$ cat src/rtl/sha256_digest_accum.sv
// Chaining-value and digest accumulator for a Bitcoin double SHA-256: sequences
// header block 0, header block 1 and the second hash block, folding a..h into H0..H7.
module sha256_digest_accum #(
    parameter logic [31:0] IV0 = 32'h6a09e667,
    parameter logic [31:0] IV1 = 32'hbb67ae85,
    parameter logic [31:0] IV2 = 32'h3c6ef372,
    parameter logic [31:0] IV3 = 32'ha54ff53a,
    parameter logic [31:0] IV4 = 32'h510e527f,
    parameter logic [31:0] IV5 = 32'h9b05688c,
    parameter logic [31:0] IV6 = 32'h1f83d9ab,
    parameter logic [31:0] IV7 = 32'h5be0cd19
) (
    input  logic         clk,
    input  logic         rst,
    input  logic         start,
    input  logic         reuse_mid,
    input  logic         round_done,
    input  logic [31:0]  a,
    input  logic [31:0]  b,
    input  logic [31:0]  c,
    input  logic [31:0]  d,
    input  logic [31:0]  e,
    input  logic [31:0]  f,
    input  logic [31:0]  g,
    input  logic [31:0]  h,
    input  logic [6:0]   select,
    input  logic [255:0] target,
    output logic [31:0]  h1,
    output logic [31:0]  h2,
    output logic [31:0]  h3,
    output logic [31:0]  h4,
    output logic [31:0]  h5,
    output logic [31:0]  h6,
    output logic [31:0]  h7,
    output logic [31:0]  h8,
    output logic [1:0]   block,
    output logic [31:0]  message_hash,
    output logic         busy,
    output logic [255:0] digest,
    output logic         digest_valid,
    output logic         hit,
    output logic         midstate_valid
);

    localparam int NUM_WORDS = 8;

    // Index 0 is H0 and sits in the most significant bits when flattened.
    typedef logic [0:NUM_WORDS-1][31:0] words_t;

    typedef enum logic [2:0] {
        IDLE, BLK0, ACC0, BLK1, ACC1, BLK2, ACC2, DONE
    } state_t;

    localparam words_t IV = {IV0, IV1, IV2, IV3, IV4, IV5, IV6, IV7};

    state_t       state;
    words_t       hv;
    words_t       cap;
    words_t       mid;
    words_t       dig1;
    words_t       sum;
    logic [255:0] sum_flat;
    logic [255:0] sum_rev;

    genvar gi;
    generate
        for (gi = 0; gi < NUM_WORDS; gi++) begin : g_add
            assign sum[gi] = hv[gi] + cap[gi];
        end
    endgenerate

    assign sum_flat = sum;

    // Whole-digest byte reversal: the last digest byte becomes the MSB byte.
    generate
        for (gi = 0; gi < 32; gi++) begin : g_rev
            assign sum_rev[8*gi +: 8] = sum_flat[255-8*gi -: 8];
        end
    endgenerate

    assign h1 = hv[0];
    assign h2 = hv[1];
    assign h3 = hv[2];
    assign h4 = hv[3];
    assign h5 = hv[4];
    assign h6 = hv[5];
    assign h7 = hv[6];
    assign h8 = hv[7];

    // Padded 256-bit message for the second hash: digest1, 1-bit, zeros, length 256.
    always_comb begin
        message_hash = 32'h0;
        if (select < 7'd8)
            message_hash = dig1[select[2:0]];
        else if (select == 7'd8)
            message_hash = 32'h80000000;
        else if (select == 7'd15)
            message_hash = 32'h00000100;
    end

    always_ff @(posedge clk or posedge rst) begin
        if (rst) begin
            state          <= IDLE;
            hv             <= IV;
            cap            <= '0;
            mid            <= '0;
            dig1           <= '0;
            digest         <= '0;
            digest_valid   <= 1'b0;
            hit            <= 1'b0;
            busy           <= 1'b0;
            midstate_valid <= 1'b0;
            block          <= 2'd0;
        end else begin
            digest_valid <= 1'b0;
            case (state)
                IDLE: if (start) begin
                    busy <= 1'b1;
                    if (reuse_mid && midstate_valid) begin
                        hv    <= mid;
                        block <= 2'd1;
                        state <= BLK1;
                    end else begin
                        hv    <= IV;
                        block <= 2'd0;
                        state <= BLK0;
                    end
                end
                BLK0: if (round_done) begin
                    cap   <= {a, b, c, d, e, f, g, h};
                    state <= ACC0;
                end
                BLK1: if (round_done) begin
                    cap   <= {a, b, c, d, e, f, g, h};
                    state <= ACC1;
                end
                BLK2: if (round_done) begin
                    cap   <= {a, b, c, d, e, f, g, h};
                    state <= ACC2;
                end
                ACC0: begin
                    mid            <= sum;
                    midstate_valid <= 1'b1;
                    hv             <= sum;
                    block          <= 2'd1;
                    state          <= BLK1;
                end
                ACC1: begin
                    dig1  <= sum;
                    hv    <= IV;
                    block <= 2'd2;
                    state <= BLK2;
                end
                ACC2: begin
                    digest       <= sum_flat;
                    hit          <= (sum_rev < target);
                    digest_valid <= 1'b1;
                    state        <= DONE;
                end
                DONE: begin
                    busy  <= 1'b0;
                    block <= 2'd0;
                    state <= IDLE;
                end
                default: state <= IDLE;
            endcase
        end
    end

endmodule

$ cat config.mk
export PLATFORM = sky130hd
export DESIGN_NAME = sha256_digest_accum
export DESIGN_NICKNAME = d
export VERILOG_FILES = /design/src/rtl/sha256_digest_accum.sv
export SDC_FILE = /design/constraint.sdc
export NUM_CORES = 2
export LEC_CHECK = 0
export BUFFER_PORTS_ARGS = -buffer_cell sky130_fd_sc_hd__buf_2
export CAP_MARGIN = 20
export CORE_AREA = 2 2 424 426
export CTS_CLUSTER_DIAMETER = 100
export CTS_CLUSTER_SIZE = 10
export DETAILED_ROUTE_END_ITERATION = 16
export DIE_AREA = 0 0 426 428
export PLACE_DENSITY = 0.66
export SLEW_MARGIN = 20
export SYNTH_ARGS = -nofsm -noshare
export SYNTH_HDL_FRONTEND = slang
export SYNTH_SLANG_ARGS = --single-unit
$ cat constraint.sdc
create_clock -name clk -period 84.2 [get_ports clk]
set_input_delay 0 -clock clk [delete_from_list [all_inputs] [get_ports clk]]
set_output_delay 0 -clock clk [all_outputs]
set_load 0.01 [all_outputs]
# Word level (Yosys, flattened, before mapping)
# Cells that the tools add are included.
[word_totals] regBits=1289 inputBits=524 wordCells=96
[classes] addsub=8 n_lt_le_gt_ge=3 n_eq_ne=13 n_mux=21 n_bitwise=1 n_reduce_logical=11
[op_table] cell="case mux 256 bit (3 select lines)" n=1
[op_table] cell="2-to-1 mux 256 bit" n=2
[op_table] cell="adder 32 bit" n=8
[op_table] cell="< comparator 256 bit" n=1
[op_table] cell="2-to-1 mux 32 bit" n=4
[op_table] cell="binary-select mux 32 bit (select 3 bit)" n=1
[op_table] cell="case mux 3 bit (8 select lines)" n=1
[op_table] cell="equality test 7 x 4 -> 1 bit, second input constant" n=2
[op_table] cell="equality test 3 bit, second input constant" n=4
[op_table] cell="2-to-1 mux 3 bit" n=4
[op_table] cell="2-to-1 mux 9 bit" n=1
[op_table] cell="!= test 2 bit, second input constant" n=4
[op_table] cell="case mux 2 bit (4 select lines)" n=1
[op_table] cell="AND reduction 2 bit" n=4
[op_table] cell="< comparator 7 x 4 -> 1 bit, second input constant" n=1
[op_table] cell="equality test 3 x 2 -> 1 bit, second input constant" n=2
[op_table] cell="greater-or-equal comparator 4 bit, second input constant" n=1
[op_table] cell="2-to-1 mux 2 bit" n=2
[op_table] cell="inverter 3 -> 4 bit" n=1
[op_table] cell="AND reduction 4 bit" n=1
[op_table] cell="nonzero test 4 bit" n=1
[op_table] cell="equality test 3 x 1 -> 1 bit, second input constant" n=1
[op_table] cell="logical NOT 3 bit" n=1
[op_table] cell="2-to-1 mux 1 bit" n=3
[op_table] cell="other kinds (5)" n=5

# Logic depth before layout (Yosys ltp)
[depth] ltp_word=5 depth_mapped=26 ltp_nobuf=26

# Worst setup path after synthesis
# No wires, ideal clock.
[synth_path] path_type="flip-flop to flip-flop" startpoint="register hv, in the netlist h6[0]" endpoint="register hit" setup_time_ns=0.083 arrival_time_ns=4.785 required_ns=84.117 setup_slack_ns=79.333 path_stages_with_launch=24 n_path_buf=0 path_cell_list="dfrtp_1 -> ha_1 -> fa_1 -> a21o_1 -> a21oi_2 -> o21ai_1 -> a2111oi_4 -> nor3_2 -> a21oi_1 -> a311oi_1 -> a2111o_1 -> a21oi_2 -> xor2_2 -> inv_1 -> ha_1 -> a21oi_1 -> o21ai_0 -> a21o_1 -> a21oi_1 -> nor3_1 -> a2111o_1 -> o311ai_0 -> nand2_1 -> o21ai_0"
[synth_rtl] element="start: declaration" line_no="57" text="words_t hv;"
[synth_rtl] element="start signal: assignment" line_no="120" text="hv <= mid;"
[synth_rtl] element="start signal: assignment" line_no="144" text="hv <= sum;"
[synth_rtl] element="end signal: assignment" line_no="156" text="hit <= (sum_rev < target);"
[synth_rtl] element="end: declaration" line_no="41" text="output logic hit,"

==> flow_summary.ini <==
[route]
first_pass_iters = 6
wl_per_cell_um = 26.9
antenna_left = 0
drt-initial-drc-count = 5707
via_per_inst = 5.50
drc = 0
wl_mm = 296
vias = 60400

[setup_path]
cp_num_buf_inv = 2
path_delay_family = simple AND/OR/NAND/NOR gates
path_max_fanout = 5
cp_cell_sequence = ha_1 -> inv_1 -> fa_1 -> nor2b_1 -> o21ai_0 -> a21oi_1 -> o21ai_1 -> a211oi_1 -> o21ai_0 -> a31oi_1 -> a21o_1 -> a21oi_1 -> xnor2_1 -> inv_1 -> ha_1 -> nand4_1 -> or2_2 -> nor3_1 -> nand2_1 -> nor3_1 -> nand3_1 -> nor4_1 -> o21ai_0
r2r_slack_ns = 77.67
crit_arrival_ns = 7.21
path_class = reg2reg
critPathCaptureType = flip-flop
crit_path_top_delay_cell = xnor2_1
cp_common_cell = o21ai_0
start_kind = flip-flop
slowest_delay_ns = 0.75
critPathRequiredTime_ns = 84.88

[placed_design]
dp_cells = 10200
place_congestion = 1.00
io_buffers = 1073
dp_hpwl_mm = 227

[sta]
setup-violations-final = 0
finalCritPeriodShare = 0.0775
period_needed_ns = 6.53
relSlewSlack = 0.158
holdWs_ns = 0.0366
finalSetupTns_ns = 0
finalClockSkew_ns = 0.0471
fmax_ghz = 0.153
finalMaxSlewViolations = 0
hold_viol_final = 0
worst_pin_slew_ns = 1.25
rsz0062_at_grt = no

[synth]
synthFlopType = dfrtp_1
synth_top_area_share = 0.423
yosys.area_share.simple = 0.106
synthTopCellsByArea = dfrtp_1, ha_1, o21ai_0
seq_area_frac_synth = 0.475
ys_seq_elements = 1289
synth_mux_area_frac = 0.0673
syn_nets = 7964
yosys.area_share.xor_xnor = 0.0294
synth-compound-area-share = 0.178
synth_adder_area_share = 0.0945
syn_area_per_cell_um2 = 9.85
syn_area_um2 = 68300
synth_common_cells = dfrtp_1, nand2_1, o21ai_0, inv_1, ha_1
yosysMostFrequentCell = dfrtp_1
async_reset_ff_frac = 1.00
yosys.area.top_type = dfrtp_1
synth_top_family_by_area = compound AO/OA/AOI/OAI gates
synth_edf_count = 0
yosys.cell_types.count = 94
synthCells = 6929
yosys_warnings = 0

[cells_and_area]
areaGrowthSynthToFinish_pct = 26.2
finish.utilization = 0.485
stdcell_count = 11000
fin_nets = 9505
drive_above_1_share = 0.222

[run_status]
outcome = complete, no violations

[die]
core_um2 = 178000
die_w_um = 426
initial_utilization = 0.384
row_count = 155
die_area_um2 = 182000
io-pin-count = 1074
die_y_um = 428

[grt]
antenna_found_initial = 58
first_global_vias = 59200
grt_pass1_wl_mm = 421
overflow = 0
track_usage = 0.318
grt_max_degree = 199

[clock_tree]
clkSlewWorstSetupHoldPaths_ns = 0.06
numCtsBuffers = 148
clock-root-buffer = clkbuf_16
clock_latency_ns = 0.84
htree_num_levels = 4
cts.path.max_buffers = 3
postCtsSetupBuffers = 0
tritoncts = yes
clock_sinks = 1289

[job]
drv_cap = 0

[worst_hold_path]
min_path_type = in2reg
==> metrics by stage <==
step | instance area (um2) | setup WS [ns]
floorplan | 68300 | 48.10
global placement | 76500 | 77.69
detailed placement | 76500 | 77.58
CTS | 86000 | 77.53
global route | 86100 | 77.25
finish | 86200 | 77.67
==> placed cells by master, fill, tap and decap left out, types with 47 or more instances in the layout <==
cell type      netlist  routed
clkbuf_1           285      95
nand2b_1            48      47
buf_4                0     116
nand2_1           1000     999
dlygate4sd3_1        0     504
a21o_1             248     248
nand3_1             53      52
clkbuf_16            0     155
inv_1              591     590
xnor2_1            111     109
o21ai_0            861     861
dfrtp_1           1153    1153
mux4_2              63      63
nor2_1             282     279
xor2_1             108     108
a21oi_1            361     361
dfstp_2            136     136
diode_2              0      47
nor3_1              54      52
ha_1               503     503
buf_2                3    1072
o22a_1             118     118
mux2_2             251     251
nand4_1             67      67
==> worst min-delay path: cells and delay by family <==
family | cells | cell delay [ns]
multiplexers | 1 | 0.13
buffers and inverters | 2 | 0.68
==> repair_timing <==
action	CTS	global route
endpoints found under the hold margin	370	0
hold buffers	504	0
resized for setup	0	0
==> registers in the layout (all words and copies together), names as in the netlist, 3 cells and up <==
| signal | cells |
|---|---|
| h4 | 32 |
| h7 | 32 |
| h3 | 32 |
| cap | 256 |
| state | 3 |
| mid | 256 |
| h6 | 32 |
| h1 | 32 |
| dig1 | 256 |
| digest | 256 |
| h2 | 32 |
| h5 | 32 |
| h8 | 32 |
==> logic make-up (layout without fill, tap and decap cells) <==
logic type,after synthesis,count (layout)
DFF,1289,1289
and+or+nand+nor,1678,1678
xor gates and xnor gates,224,224
other,0,47
buffers and inverters,901,2554
adders and majority gates,511,511
AOI/OAI and AO/OA,1977,1977
muxes,349,349
==> path summary, 6_finish.rpt <==
| check | from | to | cells after the start |
|---|---|---|---|
| worst max-delay path | h3[0]$_DFFE_PP0P_ | hit$_DFFE_PP0P_ | 23 |
| worst max register to register | h3[0]$_DFFE_PP0P_ | hit$_DFFE_PP0P_ | 23 |
| worst min-delay path | a[29] | cap[253]$_DFFE_PP0P_ | 3 |
| min in group asynchronous | rst | digest[211]$_DFFE_PP0P_ | 4 |
| worst min register to register | mid[222]$_DFFE_PP0P_ | mid[222]$_DFFE_PP0P_ | 1 |
| max in group asynchronous | rst | digest[16]$_DFFE_PP0P_ | 9 |
==> final cells by class <==
class	instances	area, um2
fillers	16700	91500
diodes	47	118
clock buffers	252	4260
inverters	591	2230
multi-input cells	4739	32600
well taps	2355	2950
flip-flops and latches	1289	32400
clock inverters	10	136
repair buffers	1701	11400
==> layer usage <==
metal | global-route usage | share of wire | wire length, um | up-vias
met3 | 0.0632 | 0.072 | 21300 | 673
met2 | 0.480 | 0.44 | 131000 | 2536
met4 | 0.210 | 0.074 | 22000 | 4
met5 | 0 | 0.000088 | 26 | -
met1 | 0.414 | 0.41 | 121000 | 30000
li1 | - | - | - | 27200
Power is not shown: default switching activity piles up to over one toggle a cycle in this logic, so the estimate is an artifact.
